File: config.mk
export PLATFORM = sky130hd
export DESIGN_NAME = cache_mem_arbiter
export DESIGN_NICKNAME = d
export VERILOG_FILES = /design/src/rtl/cache_mem_arbiter.sv
export SDC_FILE = /design/constraint.sdc
export NUM_CORES = 1
export LEC_CHECK = 0
export ABC_AREA = 1
export CORE_AREA = 10 10 265 267
export CTS_BUF_LIST = sky130_fd_sc_hd__clkbuf_8
export DETAILED_ROUTE_END_ITERATION = 10
export DIE_AREA = 0 0 275 277
export MAX_ROUTING_LAYER = met4
export SLEW_MARGIN = 20
export SYNTH_ARGS = -nofsm -noshare
export SYNTH_HDL_FRONTEND = slang
export SYNTH_SLANG_ARGS = --single-unit
File: constraint.sdc
create_clock -name clk -period 1.68 [get_ports clk]
set_input_delay 0.336 -clock clk [delete_from_list [all_inputs] [get_ports clk]]
set_output_delay 0.336 -clock clk [all_outputs]
set_load 0.005 [all_outputs]
File: src/rtl/cache_mem_arbiter.sv
// cache_mem_arbiter: serialises I-cache and D-cache line transfers onto one physical-memory port.
// Optional feature macro ARB_ROUND_ROBIN_EN: round-robin tie-break instead of fixed D-cache priority.
module cache_mem_arbiter #(
    parameter int ADDR_W = 16,
    parameter int LINE_W = 128
) (
    input  logic              clk,
    input  logic              reset_n,
    input  logic              i_read,
    input  logic [ADDR_W-1:0] i_address,
    output logic              i_resp,
    output logic [LINE_W-1:0] i_rdata,
    input  logic              d_read,
    input  logic              d_write,
    input  logic [ADDR_W-1:0] d_address,
    input  logic [LINE_W-1:0] d_wdata,
    output logic              d_resp,
    output logic [LINE_W-1:0] d_rdata,
    output logic              mem_read,
    output logic              mem_write,
    output logic [ADDR_W-1:0] mem_address,
    output logic [LINE_W-1:0] mem_wdata,
    input  logic              mem_resp,
    input  logic [LINE_W-1:0] mem_rdata,
    output logic              grant_d
);

    typedef enum logic [1:0] {
        S_IDLE    = 2'd0,
        S_GRANT_I = 2'd1,
        S_GRANT_D = 2'd2
    } state_t;

    state_t state_r;
    state_t state_next_s;
    logic   i_req_s;
    logic   d_req_s;
    logic   tie_pick_d_s;
    logic   grant_d_r;

    assign i_req_s = i_read;
    assign d_req_s = d_read | d_write;
    assign grant_d = grant_d_r;

`ifdef ARB_ROUND_ROBIN_EN
    logic rr_d_next_r;

    assign tie_pick_d_s = rr_d_next_r;

    // Round-robin pointer: after each completed transfer the other requester wins the next tie
    always_ff @(posedge clk or negedge reset_n) begin
        if (!reset_n) begin
            rr_d_next_r <= 1'b0;
        end else if ((state_r == S_GRANT_I) && mem_resp) begin
            rr_d_next_r <= 1'b1;
        end else if ((state_r == S_GRANT_D) && mem_resp) begin
            rr_d_next_r <= 1'b0;
        end else begin
            rr_d_next_r <= rr_d_next_r;
        end
    end
`else
    assign tie_pick_d_s = 1'b1;
`endif

    // State register and registered D-grant indicator
    always_ff @(posedge clk or negedge reset_n) begin
        if (!reset_n) begin
            state_r   <= S_IDLE;
            grant_d_r <= 1'b0;
        end else begin
            state_r   <= state_next_s;
            grant_d_r <= (state_next_s == S_GRANT_D);
        end
    end

    // Next-state selection and forwarding of the granted requester onto the memory port
    always_comb begin
        state_next_s = state_r;
        mem_read     = 1'b0;
        mem_write    = 1'b0;
        mem_address  = {ADDR_W{1'b0}};
        mem_wdata    = {LINE_W{1'b0}};
        i_resp       = 1'b0;
        i_rdata      = {LINE_W{1'b0}};
        d_resp       = 1'b0;
        d_rdata      = {LINE_W{1'b0}};
        case (state_r)
            S_IDLE: begin
                if (d_req_s && i_req_s) begin
                    if (tie_pick_d_s) begin
                        state_next_s = S_GRANT_D;
                    end else begin
                        state_next_s = S_GRANT_I;
                    end
                end else if (d_req_s) begin
                    state_next_s = S_GRANT_D;
                end else if (i_req_s) begin
                    state_next_s = S_GRANT_I;
                end else begin
                    state_next_s = S_IDLE;
                end
            end
            S_GRANT_I: begin
                mem_read    = i_read;
                mem_address = i_address;
                if (mem_resp) begin
                    i_resp       = 1'b1;
                    i_rdata      = mem_rdata;
                    state_next_s = S_IDLE;
                end else if (!i_req_s) begin
                    state_next_s = S_IDLE;
                end else begin
                    state_next_s = S_GRANT_I;
                end
            end
            S_GRANT_D: begin
                // Read and write together is illegal; the writeback takes precedence
                mem_write   = d_write;
                mem_read    = d_read & ~d_write;
                mem_address = d_address;
                mem_wdata   = d_wdata;
                if (mem_resp) begin
                    d_resp       = 1'b1;
                    d_rdata      = mem_rdata;
                    state_next_s = S_IDLE;
                end else if (!d_req_s) begin
                    state_next_s = S_IDLE;
                end else begin
                    state_next_s = S_GRANT_D;
                end
            end
            default: begin
                state_next_s = S_IDLE;
            end
        endcase
    end

endmodule

== Word-level counts from Yosys, hierarchy flattened ==
Cells that the tools add are included.
Operators by class
  bitwise operators: 3
  multiply operators: 0
  divide/modulo/power cells: 0
  reduce and logical (&&, ||, !) cells: 2
  muxes and demuxes: 17
  shift-type cells: 0
  equality and inequality tests: 3
  magnitude comparators: 0
  $add $sub $neg: 0
Operators with widths (number)
  two-way mux 128 bit: 4
  case mux 16 bit (2 select lines): 1
  two-way mux 2 bit: 5
  case mux 2 bit (3 select lines): 1
  two-way mux 1 bit: 5
  equality test 2 bit (second input constant): 2
  equality test 2 x 1 -> 1 bit (second input constant): 1
  logical NOT 2 bit: 1
  case mux 1 bit (2 select lines): 1
  AND 1 bit: 1
  logical AND 1 bit: 1
  NOT 1 bit: 1
  OR 1 bit: 1
Storage, ports and cells
  word-level logic and storage cells: 27
  latch bits: 0
  ROM bits: 0
  output and inout port bits: 405
  memories: 0
  bits of input ports: 294
  register bits after elaboration: 3
  RAM bits: 0

== Logic depth before layout (Yosys ltp) ==
Gate-level depths: netlist of the first run.
  depth after elaboration: 5
  mapped depth: 7
  gate-level depth less buffers: 7

== Worst setup path before layout of the first run ==
Ideal clock, no wire load.
  path kind: reg-to-output
  start: reg state_r[1]
  end: out i_rdata[118]
  stages on the path, launching flop included: 8
  data required time: 1344 ps
  setup slack: 136 ps
  path buffers: 3
  data arrival time: 1208 ps
  path through: dfrtp_1 -> inv_1 -> ha_1 -> buf_4 -> nand2_1 -> buf_2 -> buf_4 -> nor2_1
On the way
  cells in the longest elaborated chain, start to end: 2
RTL lines
  from (decl): line 34  | state_t state_r;
  from (signal assigned): line 72  | state_r <= state_next_s;
  equality test 2 x 1 -> 1 bit: line 88  | case (state_r)
  two-way mux 128 bit: line 88
  to (decl): line 12  | output logic [LINE_W-1:0] i_rdata,
Every way passes these cells.

== Final worst setup path of the first run ==
  start: reg state_r[0]
  end: out d_rdata[96]
On the way
  cells in the longest elaborated chain, start to end: 2
RTL lines
  equality test 2 bit: line 88
  two-way mux 128 bit: line 88
  to (decl): line 18  | output logic [LINE_W-1:0] d_rdata,
Every way passes these cells.

==> impl_metrics.py, run 1 <==
metrics = {
    "outcome": {
        "status": "finished with violations",
        "violations": "negative setup slack",
    },
    "floorplan": {
        "die_x_microns": 275,
        "core_sq_mm": 0.0652,
        "rows": 94,
        "die_h_microns": 277,
        "pin_count": 699,
        "die_area_sq_mm": 0.0762,
        "initial_core_util": 0.0482,
    },
    "critical_path": {
        "critPathRequiredTime_ns": 1.34,
        "rr_worst_depth": 8,
        "r2r_end": "grant_d",
        "start_kind": "register",
        "end_kind": "output port",
        "cp.arrival_ns": 1.83,
        "crit_type": "register to output port",
        "ff2ff_setup_slack_ns": 0.19,
        "worstPathMaxFanout": 4,
        "reg2reg_from": "state_r[0]",
    },
    "grt": {
        "antenna_found_initial": 82,
        "grt_overflow": 0,
        "grt_pass1_vias": 7956,
        "grt_use_total": 0.163,
        "grt_pass1_wl_microns": 80500,
        "grt_max_degree": 30,
    },
    "cells_and_area": {
        "nFillCells": 7402,
        "area_growth_pct": 326,
        "fin_util": 0.205,
        "drive_above_1_share": 0.435,
        "nets": 1882,
    },
    "drt": {
        "route.met3.wl_microns": 9410,
        "drt_wl_total_microns": 66600,
        "wl_met1_microns": 22900,
        "wl_per_cell_microns": 26.6,
        "dr.pass1.iters": 6,
        "drtAntennaViolNets": 0,
        "vias": 7839,
        "drc_errors": 0,
        "via_per_inst": 3.13,
        "drt_iter0_drc": 206,
        "dr_wl_met2_microns": 33700,
        "top_layer_used": "met4",
    },
    "placement": {
        "gp_congestion": 0.893,
        "preCtsSetupSlack_ns": -0.896,
        "hpwl_microns": 58000,
        "portBuffers": 698,
    },
    "logic_synthesis": {
        "synth_top_cell_area_share": 0.317,
        "yosys_register_bits": 3,
        "synth_top_area_cell": "inv_1",
        "ys_types": 13,
        "syn_area_sq_mm": 0.00314,
        "synthTopCellsByArea": "inv_1 (32%), nor2_1 (31%), nand2_1 (20%)",
        "synthCells": 769,
        "ys_seq_area_frac": 0.0239,
        "synth_warnings": 0,
        "synth_nets": 1067,
        "synth.avg_cell_area_sq_um": 4.08,
    },
    "worst_hold_path": {
        "hold_path_class": "input port to asynchronous set/reset pin",
    },
    "sta": {
        "setup_violations": 404,
        "clock_skew_ns": 0.00103,
        "setup_slack_ns": -0.486,
        "slew_violations": 0,
        "period_share": 1.29,
        "slew_headroom": 0.698,
        "tightestPinTransition_ns": 0.452,
        "max_freq_mhz": 462,
        "setup_tns_ns": -133.11,
        "period_minus_slack_ns": 2.17,
        "rsz0062_at_grt": "yes",
        "hold_viol": 0,
    },
    "clock_tree": {
        "clock_latency_ns": 0.21,
        "cts.sinks": 3,
        "tritoncts": "done",
        "htree_levels": 1,
        "cts_buffers": 3,
        "clockBufferDepth": 2,
        "path_clk_slew_ns": 0.03,
        "cts-root-buf": "clkbuf_8",
    },
    "pwr": {
        "max-vdd-ir-drop_v": 0.000374,
        "pwr_density_cell_mw_per_mm2": 601,
        "cellLeakagePower_nw": 7.91,
        "power_mw": 8.04,
    },
    "run": {
        "drv_cap": 0,
    },
}
[placed cells by master, fill, tap and decap left out, drive strengths merged]
master         count
clkdlybuf4s50    306
dlygate4sd2       46
buf              407
nor2             259
nand3              1
nand3b             1
inv              267
nand2            170
clkdlybuf4s15      8
dfrtp              3
diode             61
ha                 4
bufbuf             1
clkbuf            65
a21oi             18
dlymetal6s2s      27
[state kept, by name, indices dropped and copies added (netlist names)]
| register | flops |
|---|---|
| grant_d | 1 |
| state_r | 2 |
[metal layers]
layer,track usage,vias to the layer above
met4,0.00547,0
met3,0.0914,60
met5,-,-
li1,-,3765
met1,0.155,3503
met2,0.297,511
[critical path, stage by stage (launching register included)]
cell	delay (ns)
dfrtp_1	0.39
inv_2	0.09
ha_4	0.17
buf_12	0.12
nand2_8	0.07
buf_12	0.17
buf_16	0.13
buf_8	0.11
buf_6	0.12
nor2_4	0.10
buf_6	0.12
[stage by stage]
stage / hold slack, ns / instance area (sq um) / instances
CTS: 0.305 / 12600 / 2421
global route: 0.308 / 13400 / 2505
global placement: 0.531 / 11500 / 2340
floorplan: 0.0404 / 3140 / 769
finish: 0.306 / 13400 / 2508
detailed placement: 0.532 / 11500 / 2340
[area by class of cell]
cell class	instances	area [sq um]	area share
Antenna cell	61	153	0.0114
Timing Repair Buffer	857	8290	0.620
Clock inverter	1	3.75	0.000281
Multi-Input combinational cell	453	2720	0.203
Clock buffer	3	41.3	0.00309
Inverter	266	1010	0.0754
Tap cell	864	1080	0.0808
Sequential cell	3	75.1	0.00561
[Yosys cell counts]
cell,number
buf_6,10
buf_4,3
inv_1,265
clkinv_1,1
nand3_1,1
a21oi_1,18
dfrtp_1,3
buf_2,32
clkbuf_1,2
nand2_1,170
nor2_1,259
ha_1,4
nand3b_1,1
[logic make-up after synthesis]
logic type	after synthesis	share of synthesized area
and+or+nand+nor	431	0.517
buffers and inverters	313	0.415
AOI/OAI and AO/OA	18	0.0287
adders and majority gates	4	0.0159
DFF	3	0.0239
[worst max-delay path by stage]
stage / slack, ns / from / to / cells past startpoint
2_1_floorplan: 0.14 / state_r[1] / i_rdata[118] / 7
3_3_place_gp: -0.88 / mem_resp / d_rdata[33] / 6
3_5_place_dp: -0.90 / mem_resp / d_rdata[33] / 6
4_1_cts: -0.62 / state_r[0] / i_rdata[20] / 7
5_1_grt: -0.57 / state_r[0] / d_rdata[39] / 10
6_report: -0.49 / state_r[0] / d_rdata[96] / 10
[timing repair]
item,4_1_cts,5_1_grt
buffers inserted,66,37
resized for setup,1009,628
cloned,17,5
endpoints found under the setup margin,404,404
pin swaps,14,14
hold buffers,0,0
[where the power goes]
group	switching [mW]	leakage [nW]	total (mW)	internal (mW)
Sequential	0.0102	0.0377	0.0995	0.0893
Combinational	3.52	7.84	7.74	4.21
Clock	0.0460	0.0273	0.201	0.155
Total	3.58	7.91	8.04	4.46
No activity file was read; power rests on OpenSTA's default activity.
==> run 2: changes to the inputs <==
--- a/config.mk
+++ b/config.mk
@@ -10,8 +10,9 @@
 export CTS_BUF_LIST = sky130_fd_sc_hd__clkbuf_8
 export DETAILED_ROUTE_END_ITERATION = 10
 export DIE_AREA = 0 0 275 277
+export GPL_ROUTABILITY_DRIVEN = 1
 export MAX_ROUTING_LAYER = met4
-export SLEW_MARGIN = 20
+export SLEW_MARGIN = 10
 export SYNTH_ARGS = -nofsm -noshare
 export SYNTH_HDL_FRONTEND = slang
 export SYNTH_SLANG_ARGS = --single-unit
==> results of run 2 <==
No change in the layout: final DEF, timing and power equal those of run 1.
